File: config.mk
export PLATFORM = sky130hd
export DESIGN_NAME = reg_file_mp
export DESIGN_NICKNAME = d
export VERILOG_FILES = /design/src/rtl/regfile_pkg.sv /design/src/rtl/regfile_clear_seq.sv /design/src/rtl/reg_file_mp.sv
export SDC_FILE = /design/constraint.sdc
export NUM_CORES = 1
export LEC_CHECK = 0
export CAP_MARGIN = 0
export CORE_AREA = 2 2 70 122
export DETAILED_ROUTE_END_ITERATION = 12
export DIE_AREA = 0 0 72 124
export PLACE_DENSITY_LB_ADDON = 0.25
export SLEW_MARGIN = 10
export SYNTH_ARGS = -nofsm -noshare
export SYNTH_HDL_FRONTEND = slang
export SYNTH_HIERARCHICAL = 1
export SYNTH_SLANG_ARGS = --single-unit
File: constraint.sdc
create_clock -name Clk -period 1.6 [get_ports Clk]
set_input_delay 0.32 -clock Clk [delete_from_list [all_inputs] [get_ports Clk]]
set_output_delay 0.32 -clock Clk [all_outputs]
set_load 0.02 [all_outputs]
File: src/rtl/regfile_pkg.sv
// Shared types and default sizes for the multi-port register file.
// Imported by the clear sequencer and the reg_file_mp top.
package regfile_pkg;

   localparam int W_DEF = 8;
   localparam int D_DEF = 3;

   typedef enum logic {
      IDLE  = 1'b0,
      SWEEP = 1'b1
   } clr_state_t;

endpackage : regfile_pkg

File: src/rtl/regfile_clear_seq.sv
// Clear sequencer: walks every entry once, emitting one clear write per cycle.
// The FSM state is exported on State so checkers can bind to it directly.
module regfile_clear_seq
   import regfile_pkg::*;
#(
   parameter int D = D_DEF
) (
   input  logic         Clk,
   input  logic         Reset_n,
   input  logic         ClearReq,
   output logic         Busy,
   output logic         ClrEn,
   output logic [D-1:0] ClrAddr,
   output clr_state_t   State
);

   clr_state_t   state_q, state_d;
   logic [D-1:0] cnt_q, cnt_d;

   always_ff @(posedge Clk or negedge Reset_n) begin
      if (!Reset_n) begin
         state_q <= IDLE;
         cnt_q   <= '0;
      end else begin
         state_q <= state_d;
         cnt_q   <= cnt_d;
      end
   end

   // ClearReq is only sampled in IDLE; once the sweep runs, further requests
   // are dropped rather than queued, so Busy is exactly 2**D cycles long.
   always_comb begin
      state_d = state_q;
      cnt_d   = cnt_q;
      case (state_q)
         IDLE: begin
            if (ClearReq) begin
               state_d = SWEEP;
               cnt_d   = '0;
            end
         end
         SWEEP: begin
            cnt_d = cnt_q + D'(1);
            if (&cnt_q) begin
               state_d = IDLE;
            end
         end
         default: begin
            state_d = IDLE;
            cnt_d   = '0;
         end
      endcase
   end

   assign Busy    = (state_q == SWEEP);
   assign ClrEn   = (state_q == SWEEP);
   assign ClrAddr = cnt_q;
   assign State   = state_q;

endmodule : regfile_clear_seq

File: src/rtl/reg_file_mp.sv
// Register file: two combinational read ports, one write port, bulk clear.
// Define REGFILE_BYPASS_EN to forward same-cycle write data to the read ports.
module reg_file_mp
   import regfile_pkg::*;
#(
   parameter int W       = W_DEF,
   parameter int D       = D_DEF,
   parameter int ZERO_R0 = 1
) (
   input  logic         Clk,
   input  logic         Reset_n,
   input  logic         WriteEn,
   input  logic [D-1:0] Waddr,
   input  logic [W-1:0] DataIn,
   input  logic [D-1:0] RaddrA,
   input  logic [D-1:0] RaddrB,
   output logic [W-1:0] DataOutA,
   output logic [W-1:0] DataOutB,
   input  logic         ClearReq,
   output logic         Busy
);

   localparam int DEPTH = 1 << D;

   logic [W-1:0] mem [DEPTH];
   logic         clr_en;
   logic [D-1:0] clr_addr;
   clr_state_t   clr_state;
   logic         wr_ok;
   logic [W-1:0] rd_a, rd_b;

   regfile_clear_seq #(
      .D (D)
   ) u_clear_seq (
      .Clk      (Clk),
      .Reset_n  (Reset_n),
      .ClearReq (ClearReq),
      .Busy     (Busy),
      .ClrEn    (clr_en),
      .ClrAddr  (clr_addr),
      .State    (clr_state)
   );

   // A write is accepted only outside the sweep and never to a hardwired r0.
   assign wr_ok = WriteEn && (clr_state == IDLE) &&
                  !((ZERO_R0 != 0) && (Waddr == '0));

   always_ff @(posedge Clk or negedge Reset_n) begin
      if (!Reset_n) begin
         for (int i = 0; i < DEPTH; i++) begin
            mem[i] <= '0;
         end
      end else if (clr_en) begin
         mem[clr_addr] <= '0;
      end else if (wr_ok) begin
         mem[Waddr] <= DataIn;
      end
   end

   always_comb begin
      rd_a = mem[RaddrA];
      if ((ZERO_R0 != 0) && (RaddrA == '0)) begin
         rd_a = '0;
      end
`ifdef REGFILE_BYPASS_EN
      if (wr_ok && (RaddrA == Waddr)) begin
         rd_a = DataIn;
      end
`endif
   end

   always_comb begin
      rd_b = mem[RaddrB];
      if ((ZERO_R0 != 0) && (RaddrB == '0)) begin
         rd_b = '0;
      end
`ifdef REGFILE_BYPASS_EN
      if (wr_ok && (RaddrB == Waddr)) begin
         rd_b = DataIn;
      end
`endif
   end

   assign DataOutA = rd_a;
   assign DataOutB = rd_b;

endmodule : reg_file_mp

==> metrics.txt <==
GRT Total Usage 0.316; syn_area_per_cell 10.1 sq um; synth top area cells dfrtp_1 41%, mux2i_1 9.3%, o2bb2ai_1 5.7%; htree depth 3; pins over their slew limit 0; post-route setup slack -0.320 ns; startpoint types flop; Final Hold Vio Count 0; area leader, netlist dfrtp_1; Via Count 3667; fin nets 522; Placed Cells 557; Yosys cell types 39; Slowest cell on crit path dfrtp_1; GPL Wtd Cong 0.888; vias per cell 6.17; worst hold slack 0.516 ns; most frequent cell after synthesis dfrtp_1; EDFF count, synth 0; IO buf count 37; WS Path Type flop to primary output; CTS tree built; fillers 573; Seq cells post-synth 60; FF-to-FF Start u_clear_seq/Busy; Slew HR 0.714; worst skew pair latency 0.33 ns; I/O pins 38; Max Cap Viol 0; fin cells 594; critical path cell sequence mux2_4, a221oi_4, buf_4, a221oi_4, buf_6; initial core utilization 0.463; # rows 43; post-route antenna net violation count 0; Hold Crit Class primary input to asynchronous set/reset pin; fin crit period 1.92 ns; register area share after synthesis 0.410; Remaining DRCs 0; Die H 124 um; layout cells sized above 1 0.448; crit path DAT 1.60 ns; vias in the first global route 3776; total power 0.00629 W; Ant. Diodes 0; drt total wl 13400 um; overall die width 72 um; Initial DRC Count 301; Post-Layout Inst Area 0.00565 sq mm; synthesized area 0.00366 sq mm; Crit Reg-Reg Endpoint mem[30]; Longest Clk Path Bufs 2; crit-path max FO 3; async set or reset register ratio after synthesis 1.00; Slowest Stage Delay on Critical Path 0.40 ns; clk slew on worst S/H paths 0.05 ns; top-area cell type share of the netlist area 0.410; Pre-Repair DR Iteration Count 4; maximum clock frequency 521 MHz; worst-margin pin slew 0.428 ns; Placed Area 0.00497 sq mm; Die ar. 0.00893 sq mm; Yosys Warn Count 6; Post-DP HPWL 9140 um; register area 0.00150 sq mm; VDD IR max 1.14 mV; Power per Cell Area 1110 mW/mm^2; status complete, but fails checks; R2R setup slack 0.10 ns; maximum number of pins on one net before global-route repair 61; post-DR wirelength/cell 22.5 um; setup violators final 16; ys flop type dfrtp_1; Tcrit/Tclk final 1.20; RSZ-0062 raised after global routing yes; failing checks negative setup slack; core area 0.00791 sq mm; first-pass GRT wire length 20400 um; number of cells on the worst reg-to-reg path 3; total gr overflow 0; Setup Skew 0.00312 ns; Crit path required time 1.28 ns; total CTS buffers 9; TritonCTS Sinks 60; area of the multi-input gates 0.00232 sq mm; Mapped Cells 361; Root Buffer clkbuf_16; CP endpoint kind primary output; P&R area growth vs syn 54.1%; initial antenna violation count 0; leak pwr 2.65 nW; CP bufs+invs 2; leading post-synthesis cells by instance count 60 x dfrtp_1, 40 x nand3_1, 34 x mux2i_1, 32 x nand2_1, 24 x o2bb2ai_1; syn nets 384; CP top delay family flip-flops; Crit path top cell by count a221oi_4
## layout make-up
class / instances / area share
multi-input cells: 262 / 0.411
flip-flops and latches: 60 / 0.266
repair buffers: 158 / 0.250
clock buffers: 10 / 0.0423
well taps: 90 / 0.0199
clock inverters: 6 / 0.00532
inverters: 8 / 0.00532
## sequential cells by signal (all words and copies together), names as in the netlist
| register | count |
|---|---|
| u_clear_seq/ClrAddr | 3 |
| u_clear_seq/Busy | 1 |
| mem | 56 |
## worst max-delay path by stage
stage                     cells past startpoint  slack (ns)  startpoint     endpoint
after floorplan                               4       -0.03   RaddrA[2]  DataOutA[0]
after global routing                          5       -0.35     mem[33]  DataOutA[1]
after CTS                                     5       -0.35     mem[33]  DataOutA[1]
after detailed placement                      7       -1.16   RaddrA[0]  DataOutA[1]
final                                         5       -0.32     mem[33]  DataOutA[1]
after global placement                        7       -1.14   RaddrA[0]  DataOutA[1]
## power by group
part / total (W) / internal [W] / switching, W
clock: 0.00174 / 0.00107 / 0.000671
combinational: 0.00246 / 0.00119 / 0.00127
sequential: 0.00209 / 0.00177 / 0.000328
total: 0.00629 / 0.00403 / 0.00226
## through the flow
stage / utilization / setup WS, ns / setup TNS, ns
2_1_floorplan: - / -0.0347 / -0.469
3_3_place_gp: 0.629 / -1.14 / -21.59
3_5_place_dp: 0.629 / -1.16 / -24.13
4_1_cts: 0.699 / -0.348 / -3.80
5_1_grt: 0.714 / -0.347 / -4.35
6_report: 0.714 / -0.320 / -3.71
## cells by family (layout without fill, tap and decap cells)
| group | count (synthesis) | in the layout | synth area share |
|---|---|---|---|
| AOI/OAI and AO/OA | 94 | 94 | 0.203 |
| adders and majority gates | 2 | 2 | 0.00683 |
| buffers and inverters | 39 | 182 | 0.0550 |
| DFF | 60 | 60 | 0.410 |
| muxes | 50 | 50 | 0.142 |
| and+or+nand+nor | 116 | 116 | 0.184 |
## tightest hold or removal path: stages
cell and delay, ns:
dlygate4sd3_1 0.52, buf_2 0.12, buf_12 0.28
## metal layers
layer	wire length, um	vias to the layer above	track usage
li1	-	1657	-
met1	4780	1806	0.339
met2	7010	149	0.556
met3	735	55	0.0599
met4	835	0	0.210
met5	0	-	0
## layout by cell type, fill, tap and decap left out, types with 2 or more instances in the layout
| cell | n |
|---|---|
| o22ai_4 | 2 |
| buf_4 | 112 |
| mux2_4 | 10 |
| nor2b_2 | 2 |
| o21ai_1 | 5 |
| buf_12 | 10 |
| a21oi_1 | 3 |
| a221oi_4 | 8 |
| clkinv_2 | 6 |
| a211oi_2 | 3 |
| nor3_4 | 2 |
| ha_1 | 2 |
| clkbuf_16 | 9 |
| a22o_1 | 2 |
| nand3b_1 | 2 |
| a311oi_2 | 7 |
| clkdlybuf4s50_1 | 13 |
| dfrtp_1 | 59 |
| a221oi_2 | 15 |
| nand2b_1 | 3 |
| buf_6 | 13 |
| nand2_1 | 32 |
| buf_2 | 3 |
| inv_1 | 8 |
| nand3_1 | 40 |
| nor3b_2 | 3 |
| o21ai_0 | 19 |
| mux2_2 | 6 |
| o2bb2ai_1 | 24 |
| mux2i_1 | 34 |
| nor2b_1 | 16 |
| nand4bb_2 | 2 |
| a211oi_1 | 4 |
| and4b_1 | 2 |
| dlygate4sd2_1 | 3 |
## repair_timing
| action | in CTS | in global routing |
|---|---|---|
| endpoints found under the hold margin | 1 | 0 |
| hold buffers | 1 | 0 |
| setup endpoints to repair | 17 | 39 |
| resized for setup | 132 | 19 |
| pin swaps | 17 | 13 |
| buffers inserted | 12 | 7 |
| cloned | 1 | 0 |
Note: power is estimated with default switching activity, not from simulation.
